`src/rtl/cpu8_pkg.sv`:
```
// Shared types and constants for the 8-bit accumulator CPU.
package cpu8_pkg;

   // Instruction opcodes carried in IR[7:4]; codes 0x9-0xD are unused and behave as NOP
   typedef enum logic [3:0] {
      OP_NOP = 4'h0,
      OP_LDA = 4'h1,
      OP_ADD = 4'h2,
      OP_SUB = 4'h3,
      OP_STA = 4'h4,
      OP_LDI = 4'h5,
      OP_JMP = 4'h6,
      OP_JC  = 4'h7,
      OP_JZ  = 4'h8,
      OP_OUT = 4'hE,
      OP_HLT = 4'hF
   } opcode_e;

   // Microstep within an instruction; every instruction runs T0..T4
   typedef enum logic [2:0] {
      T0 = 3'd0,
      T1 = 3'd1,
      T2 = 3'd2,
      T3 = 3'd3,
      T4 = 3'd4
   } tstate_e;

   localparam tstate_e T_FIRST = T0;
   localparam tstate_e T_LAST  = T4;

   // 16-byte RAM image, element i is the byte at address i
   typedef logic [15:0][7:0] ram_image_t;

   // Counter program: OUT, ADD 15, JMP 0, with the constant 1 at address 15
   localparam ram_image_t RAM_INIT_DEFAULT = {
      8'h01, 8'h00, 8'h00, 8'h00, 8'h00, 8'h00, 8'h00, 8'h00,
      8'h00, 8'h00, 8'h00, 8'h00, 8'h00, 8'h60, 8'h2F, 8'hE0
   };

endpackage

```
`src/rtl/cpu8_core.sv`:
```
// SAP-1 class core: registers, ALU, 16x8 RAM and the five-step microcode sequencer.
module cpu8_core
   import cpu8_pkg::*;
#(
   parameter ram_image_t RAM_INIT = RAM_INIT_DEFAULT
) (
   input  logic       clk,
   input  logic       rst,
   input  logic       ce,
   output logic [7:0] out_reg
);

   logic [3:0] pc_q, pc_d;
   logic [3:0] mar_q, mar_d;
   logic [7:0] ir_q, ir_d;
   logic [7:0] a_q, a_d;
   logic [7:0] b_q, b_d;
   logic [7:0] out_q, out_d;
   logic       c_q, c_d;
   logic       z_q, z_d;
   logic       halted_q, halted_d;
   tstate_e    t_q, t_d;

   // RAM holds (contents XOR image) so that the power-up all-zero state reads back as the image
   logic [7:0] ram_x [16];
   logic       ram_we;
   logic [7:0] ram_rd;

   logic       step;
   opcode_e    opcode;
   logic [3:0] operand;
   logic [8:0] alu_sum;

   assign step    = ce & ~halted_q;
   assign ram_rd  = ram_x[mar_q] ^ RAM_INIT[mar_q];
   assign opcode  = opcode_e'(ir_q[7:4]);
   assign operand = ir_q[3:0];
   assign alu_sum = (opcode == OP_SUB) ? ({1'b0, a_q} + {1'b0, ~b_q} + 9'd1)
                                       : ({1'b0, a_q} + {1'b0, b_q});
   assign out_reg = out_q;

   // Microcode: execute the current microstep on each enabled step, then advance T
   always_comb begin
      pc_d     = pc_q;
      mar_d    = mar_q;
      ir_d     = ir_q;
      a_d      = a_q;
      b_d      = b_q;
      out_d    = out_q;
      c_d      = c_q;
      z_d      = z_q;
      halted_d = halted_q;
      t_d      = t_q;
      ram_we   = 1'b0;
      if (step) begin
         case (t_q)
            T0: begin
               mar_d = pc_q;
               t_d   = T1;
            end
            T1: begin
               ir_d = ram_rd;
               pc_d = pc_q + 4'd1;
               t_d  = T2;
            end
            T2: begin
               case (opcode)
                  OP_LDA, OP_ADD, OP_SUB, OP_STA: mar_d = operand;
                  OP_LDI: a_d = {4'h0, operand};
                  OP_JMP: pc_d = operand;
                  OP_JC:  if (c_q) pc_d = operand;
                  OP_JZ:  if (z_q) pc_d = operand;
                  OP_OUT: out_d = a_q;
                  OP_HLT: halted_d = 1'b1;
                  default: ;
               endcase
               t_d = T3;
            end
            T3: begin
               case (opcode)
                  OP_LDA:         a_d = ram_rd;
                  OP_ADD, OP_SUB: b_d = ram_rd;
                  OP_STA:         ram_we = 1'b1;
                  default: ;
               endcase
               t_d = T_LAST;
            end
            T4: begin
               if (opcode == OP_ADD || opcode == OP_SUB) begin
                  a_d = alu_sum[7:0];
                  c_d = alu_sum[8];
                  z_d = (alu_sum[7:0] == 8'h00);
               end
               t_d = T_FIRST;
            end
            default: t_d = T_FIRST;
         endcase
      end
   end

   // Architectural state register with synchronous reset
   always_ff @(posedge clk) begin
      if (rst) begin
         pc_q     <= '0;
         mar_q    <= '0;
         ir_q     <= '0;
         a_q      <= '0;
         b_q      <= '0;
         out_q    <= '0;
         c_q      <= 1'b0;
         z_q      <= 1'b0;
         halted_q <= 1'b0;
         t_q      <= T_FIRST;
      end else begin
         pc_q     <= pc_d;
         mar_q    <= mar_d;
         ir_q     <= ir_d;
         a_q      <= a_d;
         b_q      <= b_d;
         out_q    <= out_d;
         c_q      <= c_d;
         z_q      <= z_d;
         halted_q <= halted_d;
         t_q      <= t_d;
      end
   end

   // RAM write port for STA; contents survive reset
   always_ff @(posedge clk) begin
      if (ram_we && !rst) begin
         ram_x[mar_q] <= a_q ^ RAM_INIT[mar_q];
      end
   end

endmodule

```
`src/rtl/cpu8_top.sv`:
```
// Board top: button/switch synchronizers, step generation, divider and LED drive.
module cpu8_top
   import cpu8_pkg::*;
#(
   parameter int         DIV_COUNT = 13_500_000,
   parameter ram_image_t RAM_INIT  = RAM_INIT_DEFAULT
) (
   input  logic       clk,
   input  logic       btn1_n,
   input  logic       btn2_n,
   input  logic       slide_switch,
   output logic [5:0] led
);

   localparam int             DIV_W    = (DIV_COUNT > 1) ? $clog2(DIV_COUNT) : 1;
   localparam logic [DIV_W-1:0] DIV_LAST = DIV_W'(DIV_COUNT - 1);

   logic [1:0]       rst_sync_q, rst_sync_d;
   logic [2:0]       step_sync_q, step_sync_d;
   logic [1:0]       mode_sync_q, mode_sync_d;
   logic [DIV_W-1:0] div_q, div_d;

   logic       rst;
   logic       step_pulse;
   logic       auto_mode;
   logic       div_tick;
   logic       ce;
   logic [7:0] out_reg;

   assign rst        = ~rst_sync_q[1];
   assign step_pulse = step_sync_q[2] & ~step_sync_q[1];
   assign auto_mode  = mode_sync_q[1];
   assign div_tick   = (div_q == DIV_LAST);
   assign ce         = auto_mode ? div_tick : step_pulse;
   assign led        = ~out_reg[5:0];

   // Shift chains for the pins; the step chain keeps one extra stage for falling-edge detection
   always_comb begin
      rst_sync_d  = {rst_sync_q[0], btn1_n};
      step_sync_d = {step_sync_q[1:0], btn2_n};
      mode_sync_d = {mode_sync_q[0], slide_switch};
      div_d       = div_tick ? '0 : div_q + DIV_W'(1);
   end

   // Synchronizer flops are never reset so the reset button itself can propagate
   always_ff @(posedge clk) begin
      rst_sync_q  <= rst_sync_d;
      step_sync_q <= step_sync_d;
      mode_sync_q <= mode_sync_d;
   end

   // Auto-step divider, restarted by reset
   always_ff @(posedge clk) begin
      if (rst) begin
         div_q <= '0;
      end else begin
         div_q <= div_d;
      end
   end

   cpu8_core #(
      .RAM_INIT (RAM_INIT)
   ) u_core (
      .clk     (clk),
      .rst     (rst),
      .ce      (ce),
      .out_reg (out_reg)
   );

endmodule

```
`config.mk`:
```
export PLATFORM = sky130hd
export DESIGN_NAME = cpu8_top
export DESIGN_NICKNAME = d
export VERILOG_FILES = /design/src/rtl/cpu8_pkg.sv /design/src/rtl/cpu8_core.sv /design/src/rtl/cpu8_top.sv
export SDC_FILE = /design/constraint.sdc
export NUM_CORES = 1
export LEC_CHECK = 0
export CAP_MARGIN = 20
export CORE_MARGIN = 10
export CORE_UTILIZATION = 37
export DETAILED_ROUTE_END_ITERATION = 6
export GPL_ROUTABILITY_DRIVEN = 0
export PLACE_DENSITY = 0.49
export SYNTH_ARGS = -nofsm -noshare
export SYNTH_HDL_FRONTEND = slang
export SYNTH_SLANG_ARGS = --single-unit
```
`constraint.sdc`:
```
create_clock -name clk -period 4.1 [get_ports clk]
set_clock_uncertainty 0.2 [all_clocks]
set_input_delay 1.025 -clock clk [delete_from_list [all_inputs] [get_ports clk]]
set_output_delay 1.025 -clock clk [all_outputs]
set_load 0.02 [all_outputs]
```
Word-level counts from Yosys, hierarchy flattened

Memories as Yosys holds them, arrays and structs flattened. A register that Yosys moved wholly into a read port is not among the register bits.
Cells that the tools add are included.

Bits in read-only memories: 128
Bits in writable memories: 128
Logic and storage cells: 94
Output and inout port bits: 6
Flip-flop bits (word level): 75
Input bits: 4
Memories kept: 2

Add/subtract/negate cells: 5
Equal/unequal tests: 22
Muxes and demuxes: 23
Bitwise gates (word level): 9
Reductions and logical operators: 18
Magnitude comparators: 1

Memory list:

| memory          | words | width | read ports | clocked after Yosys merged registers in | write ports | line            | source |
|---|---|---|---|---|---|---|---|
| (no name shown) | 16    | 8     | 1          | 1                                       | 0           | cpu8_core.sv:35 | `assign ram_rd = ram_x[mar_q] ^ RAM_INIT[mar_q];` |
| u_core.ram_x    | 16    | 8     | 1          | 1                                       | 1           | cpu8_core.sv:25 | `logic [7:0] ram_x [16];` |

Operator list:

| kind                                          | count |
|---|---|
| two-way mux 8 bit                             | 4 |
| two-way mux 4 bit                             | 7 |
| adder 24 x 1 -> 24 bit, second input constant | 1 |
| == test 24 bit, second input constant         | 1 |
| case mux 8 bit (3 select lines)               | 1 |
| adder 8 x 8 -> 9 bit                          | 2 |
| == test 4 x 3 -> 1 bit, second input constant | 4 |
| case mux 4 bit (2 select lines)               | 2 |
| bitwise XOR 8 bit                             | 2 |
| AND reduction 3 bit                           | 5 |
| == test 4 bit, second input constant          | 3 |
| case mux 3 bit (4 select lines)               | 1 |
| case mux 4 bit (3 select lines)               | 1 |
| AND reduction 5 bit                           | 2 |
| adder 9 x 1 -> 9 bit, second input constant   | 1 |
| two-way mux 9 bit                             | 1 |
| == test 4 x 2 -> 1 bit, second input constant | 2 |
| zero test 8 bit                               | 1 |
| inverter 8 bit                                | 1 |
| == test 3 x 2 -> 1 bit, second input constant | 2 |
| two-way mux 1 bit                             | 6 |
| != test 2 bit, second input constant          | 3 |
| != test 3 x 2 -> 1 bit, second input constant | 2 |
| inverter 6 bit                                | 1 |
| 17 further kinds                              | 22 |

Depth between registers and ports, before layout

Gate-level depths: netlist (run 1).

Depth in word-level cells: 8
Depth in mapped cells: 10
Depth with buffers taken out: 10

Hierarchy

From an unflattened synthesis (run 1), not the netlist that was laid out.

Cells, all modules: 742
Area total of the unflattened synthesis: 9440.3 um^2

By module, submodules not included:

| module    | sequential area each (um^2) | cells an instance | area each (um^2) | times used |
|---|---|---|---|---|
| cpu8_core | 4944.7                      | 597               | 8100.3           | 1 |
| cpu8_top  | 620.6                       | 145               | 1340.0           | 1 |

Worst setup path before layout (run 1)

OpenSTA, ideal clock, no wires.

Kind: reg-to-reg
Start point: reg div_q[5]
End point: mem u_core.ram_x[8][0], enable pin
Slack: 1.024 ns
Data required time: 3.517 ns
Data arrival time: 2.493 ns
Setup time: 0.383 ns
Buffers on the path: 2
Clock period less this slack: 3.076 ns
Stages on the path, launching flop included: 9
Path through: dfxtp_1 -> and4bb_1 -> nand4_1 -> o41a_1 -> buf_6 -> buf_6 -> nor4_4 -> nand3b_1 -> nor3_1

Word-level cells in the longest chain between the ends: 7

Ends and longest elaborated chain:

| item                                    | line             | source |
|---|---|---|
| start, declared                         | cpu8_top.sv:21   | `logic [DIV_W-1:0] div_q, div_d;` |
| start signal, assigned                  | cpu8_top.sv:57   | `div_q <= div_d;` |
| == test 24 bit                          | cpu8_top.sv:33   | `assign div_tick = (div_q == DIV_LAST);` |
| two-way mux 1 bit                       | cpu8_top.sv:34   | `assign ce = auto_mode ? div_tick : step_pulse;` |
| bitwise AND 1 bit                       | cpu8_core.sv:34  | `assign step = ce & ~halted_q;` |
| two-way mux 1 bit                       | cpu8_core.sv:55  | `if (step) begin` |
| logical AND 1 bit                       | cpu8_core.sv:130 | `if (ram_we && !rst) begin` |
| two-way mux 1 bit                       | cpu8_core.sv:130 |  |
| two-way mux 1 bit (not written as such) | cpu8_core.sv:131 | `ram_x[mar_q] <= a_q ^ RAM_INIT[mar_q];` |
| end, declared                           | cpu8_core.sv:25  |  |

No other way between the ends.

Final worst setup path (run 1)

Start point: reg div_q[5]
End point: mem u_core.ram_x[14][5], enable pin

Same word-level chain as after synthesis.

==> flow_summary.toml, run 1 <==
[synth]
synth_area_um2 = 9410
postSynthCellCount = 731
synth_top_area_cell = "edfxtp_1"
synth_area_leaders = "edfxtp_1 (41%), dfxtp_1 (18%), mux4_2 (9.3%)"
yosys_register_bits = 212
yosysUniqueCellTypes = 68
ys.flop_type = "edfxtp_1"
syn_nets = 755
yosys_warnings = 0
synthArstFlopShare_pct = 0
yosysSeqAreaShare_pct = 58.7
yosysTopAreaCellShare_pct = 40.8
syn_area_per_cell_um2 = 12.9
synth_edf_count = 128

[die]
core.rowCount = 58
io_pins = 10
die_w_um = 179
die-area_um2 = 32200
initial_utilization_pct = 37.5
fp.coreArea_um2 = 25100
fp.dieH_um = 179

[timing]
fin_crit_sh_pct = 81.0
rsz0062_at_grt = "false"
min_period_ns = 3.32
worst_pin_slew_ns = 0.972
fmax_ghz = 0.301
max-slew-margin-rel_pct = 35.1
fin_setup_tns_ns = 0
hold_violations = 0
setup_viol = 0
drv_slew = 0

[grt]
grt_use_met3_pct = 2.29
grt-busiest-layer = "met2"
grtUsageMet1_pct = 18.6
grt_max_degree = 32
grt_use_met2_pct = 20.4
antenna_found_initial = 0
grt_pass1_vias = 5865
grt_usage_pct = 13.1
grt_overflow = 0
grt_pass1_wl_mm = 34.1

[min_path]
hold_class = "reg2reg"

[detailed_routing]
avgViaCountPerCell = 5.34
drcViolationCount = 0
first_pass_iters = 4
drtIter0Drc = 306
wl_mm = 21.5
vias = 5823
avgRoutedWirePerCell_um = 19.7
antenna_left = 0

[finish]
antennaDiodeCount = 0
top_regs = "u_core.ram_x x128, div_q x24"
regMostFlops = "u_core.ram_x"
postLayoutCoreUtil_pct = 42.7
final_cell_mix = "edfxtp_1 (128), dfxtp_1 (83), nor2_1 (79)"
multi_input_area_um2 = 3650
largest_reg_flops = 128
nets = 768
nFillCells = 2344
area_growth_pct = 14.0
layout-drive-gt1-share_pct = 15.4
layoutNonFillerInstCount = 1090
final_cell_area_um2 = 10700
final_common_cell = "edfxtp_1"
register_area_um2 = 5530

[placement]
hpwl_mm = 15.0
dp.cells = 1048
portBuffers = 9
dpl_cell_area_um2 = 9900

[clock_tree]
holdBufCountCts = 0
postCtsSetupRepairBufs = 0
cts_htree_levels = 1
cts.sinks = 212
clock_path_buffers = 3
clockRootBuffer = "clkbuf_16"
postCtsResizedCells = 0
cts.reportedPaths.clkPinSlew_ns = 0.07
cts_inserted_buffers = 23
tritoncts = "yes"
insertion_delay_ns = 0.51

[outcome]
status = "finished, final reports clean"

[critical_path]
worstSetupPathType = "reg2reg"
arrival_ns = 3.26
critPathMaxFanout = 17
start_kind = "register"
path_cells = "and4bb_1 -> nand4_1 -> o41a_1 -> buf_4 -> nor4_4 -> nand3_1 -> nor2_1"
critical_path.max_stage_delay_ns = 0.58
worst_path_max_delay_cell = "nor2_1"
end_kind = "register"
worst_ep_required_time_ns = 4.03

[pwr]
ir_worst_vdd_v = 0.000265
p_per_area_nw_per_um2 = 427
p_leak_nw = 3.57
totalPowerFinal_mw = 4.58

[flow_run]
max_cap_violations = 0
-- cells by family (layout without fill, tap and decap cells) --
group / after synthesis / count (layout) / share of synthesized area (%)
multiplexers: 58 / 58 / 11.4
buffers and inverters: 63 / 92 / 2.90
XOR/XNOR: 35 / 35 / 3.26
flip-flops: 212 / 212 / 58.7
AO/OA/AOI/OAI: 118 / 118 / 8.07
AND/OR/NAND/NOR: 225 / 225 / 12.9
adder cells (fa/ha/maj): 20 / 20 / 2.82
-- final timing paths --
kind	start	endpoint	slack, ns	cells past startpoint
worst max-delay path	div_q[5]$_SDFF_PP0_	u_core.ram_x[14][5]$_DFFE_PP_	0.78	7
worst min-delay path	mode_sync_q[0]$_DFF_P_	mode_sync_q[1]$_DFF_P_	0.13	0
worst min register to register	mode_sync_q[0]$_DFF_P_	mode_sync_q[1]$_DFF_P_	0.13	0
worst max register to register	div_q[5]$_SDFF_PP0_	u_core.ram_x[14][5]$_DFFE_PP_	0.78	7
-- cell type report --
class | count | area share, %
inverter | 24 | 0.839
multi-input combinational | 456 | 34.1
clock inverter | 16 | 2.16
sequential | 212 | 51.5
timing repair buffer | 27 | 2.17
tap | 330 | 3.85
clock buffer | 25 | 5.43
-- stage by stage --
stage,setup slack [ns],hold WS [ns]
after floorplan,1.02,0.110
after global placement,0.777,0.113
after detailed placement,0.750,0.119
after CTS,0.714,0.133
after global routing,0.549,0.144
final,0.777,0.129
-- power breakdown --
group | internal, mW | switching (mW) | leakage (nW) | total (mW)
Combinational | 0.0369 | 0.0658 | 1.29 | 0.103
Clock | 1.36 | 0.851 | 0.388 | 2.21
Sequential | 2.26 | 0.0135 | 1.90 | 2.27
-- metal layers --
layer | wire length, um | share of wire (%)
met1 | 10400 | 49
met2 | 9740 | 45
met3 | 892 | 4.1
met4 | 431 | 2.0
met5 | 0 | 0
-- critical path, delay by kind of cell, from the launching register on --
family                 cells  cell delay [ns]
AND/OR/NAND/NOR            5             1.68
AO/OA/AOI/OAI              1             0.47
buffers and inverters      1             0.23
flip-flops                 1             0.36
-- synthesized netlist by cell type, types with 6 or more instances --
| library cell | count |
|---|---|
| or3_1 | 7 |
| dfxtp_1 | 84 |
| nand4_1 | 10 |
| ha_1 | 18 |
| clkbuf_1 | 22 |
| xnor2_1 | 12 |
| o31ai_1 | 6 |
| nor2b_1 | 11 |
| and3_1 | 7 |
| nor2_1 | 79 |
| a21oi_1 | 30 |
| nor3_1 | 16 |
| edfxtp_1 | 128 |
| a211oi_1 | 6 |
| mux2i_1 | 18 |
| mux4_2 | 39 |
| o21ai_0 | 33 |
| buf_2 | 8 |
| inv_1 | 24 |
| nand2_1 | 38 |
| nand3_1 | 12 |
| xor2_1 | 23 |
Note: power is estimated with default switching activity, not from simulation.
==> inputs of run 2 (changes only) <==
Settings changed: PLACE_DENSITY 0.49 to 0.5.
Clock period 4.1 ns to 3 ns, I/O delays scaled along.
==> run 2 against run 1 <==
  * Sequential cell count is the same
  * First-iteration DRC count up 61%
  * Via count rose by 2.8%
  * Critical path type unchanged
  * Worst setup slack lost 0.57 ns
  * Core utilization up 0.80 points
  * Largest cell class unchanged
  * Highest routed layer unchanged
==> flow_summary.toml, run 2 (synthesized netlist as in run 1, its figures left out) <==
[timing]
min_period_ns = 2.79
fmax_ghz = 0.358
hold_violations = 0
holdWs_ns = 0.130
drv_slew = 0
fin_crit_sh_pct = 93.0
fin_setup_tns_ns = 0
rsz0062_at_grt = "false"
max-slew-margin-rel_pct = 41.6
setup_viol = 0
worst_pin_slew_ns = 0.875

[min_path]
hold_class = "reg2reg"

[clock_tree]
cts_htree_levels = 1
clockRootBuffer = "clkbuf_16"
holdBufCountCts = 0
cts.reportedPaths.clkPinSlew_ns = 0.06
cts.sinks = 212
cts_inserted_buffers = 23
insertion_delay_ns = 0.52
tritoncts = "yes"
clock_path_buffers = 3
postCtsSetupRepairBufs = 0

[critical_path]
arrival_ns = 2.81
path_cells = "and4bb_1 -> nand4_1 -> o41a_1 -> nor4_4 -> nand3_1 -> nor2_1 -> buf_4"
start_kind = "register"
worst_path_max_delay_cell = "o41a_1"
end_kind = "register"
worstSetupPathType = "reg2reg"
worst_ep_required_time_ns = 3.02
critical_path.max_stage_delay_ns = 0.50
critPathMaxFanout = 8

[pwr]
totalPowerFinal_mw = 6.10
ir_worst_vdd_v = 0.000341
p_leak_nw = 3.73
p_per_area_nw_per_um2 = 558

[detailed_routing]
avgRoutedWirePerCell_um = 19.5
antenna_left = 0
drtIter0Drc = 494
wl_mm = 21.9
first_pass_iters = 5
drcViolationCount = 0
vias = 5987
avgViaCountPerCell = 5.34

[finish]
largest_reg_flops = 128
final_cell_area_um2 = 10900
regMostFlops = "u_core.ram_x"
final_common_cell = "edfxtp_1"
nets = 799
layout-drive-gt1-share_pct = 18.2
postLayoutCoreUtil_pct = 43.5
final_cell_mix = "edfxtp_1 (128), dfxtp_1 (83), nor2_1 (79)"
top_regs = "u_core.ram_x x128, div_q x24"
nFillCells = 2310
antennaDiodeCount = 0
area_growth_pct = 16.2

[die]
fp.coreArea_um2 = 25100
die-area_um2 = 32200
core.rowCount = 58
fp.dieH_um = 179
die_w_um = 179
io_pins = 10
initial_utilization_pct = 37.5

[grt]
antenna_found_initial = 0
grt_max_degree = 31
grt_pass1_vias = 5985
grt_overflow = 0
grt_usage_pct = 13.2
grt_pass1_wl_mm = 34.7

[outcome]
status = "finished, final reports clean"

[placement]
dpl_cell_area_um2 = 10200
portBuffers = 9
hpwl_mm = 15.3

[flow_run]
max_cap_violations = 0
-- run 2: worst max-delay path: cells and delay by family, from the launching register on --
kind	cells	cell delay, ns
flops	1	0.36
buf+inv	1	0.19
compound gates	1	0.50
simple gates	5	1.25
-- run 2: cell type report --
class	instances	area (um2)	share of cell area (%)
clock buffer	30	622	5.69
inverter	24	90.1	0.824
timing repair buffer	58	495	4.53
multi-input combinational	456	3650	33.4
tap	330	413	3.78
clock inverter	11	135	1.24
sequential	212	5530	50.5
-- run 2: what timing repair did --
item                       CTS  global route
gates resized for setup      0             2
setup endpoints to repair    0            63
hold endpoints to repair     0             0
-- run 2: layer usage --
layer | up-vias | global-route usage (%) | part of all wire (%) | routed length, um
met2 | 165 | 20.7 | 46 | 10100
met4 | 0 | 3.64 | 1.7 | 368
met5 | - | 0 | 0 | 0
met1 | 2957 | 18.3 | 47 | 10200
met3 | 28 | 2.35 | 5.6 | 1230
li1 | 2837 | - | - | -
-- run 2: final timing paths --
check,slack [ns],cells after the start,from,endpoint
hold reg to reg,0.13,0,step_sync_q[0]$_DFF_P_,step_sync_q[1]$_DFF_P_
hold / removal,0.13,0,step_sync_q[0]$_DFF_P_,step_sync_q[1]$_DFF_P_
setup / recovery,0.21,7,div_q[5]$_SDFF_PP0_,u_core.ram_x[15][1]$_DFFE_PP_
setup reg to reg,0.21,7,div_q[5]$_SDFF_PP0_,u_core.ram_x[15][1]$_DFFE_PP_
-- run 2: report_power, final --
group / switching [mW] / total (mW) / leakage, nW / internal [mW]
Combinational: 0.0926 / 0.154 / 1.47 / 0.0610
Clock: 1.12 / 2.84 / 0.363 / 1.72
Sequential: 0.0184 / 3.10 / 1.90 / 3.08
-- run 2: per-stage QoR --
step | std cells | setup slack, ns
finish | 1121 | 0.209
global route | 1121 | 0.0325
CTS | 1121 | 0.0921
detailed placement | 1080 | 0.114
global placement | 1080 | 0.132
floorplan | 731 | 0.131
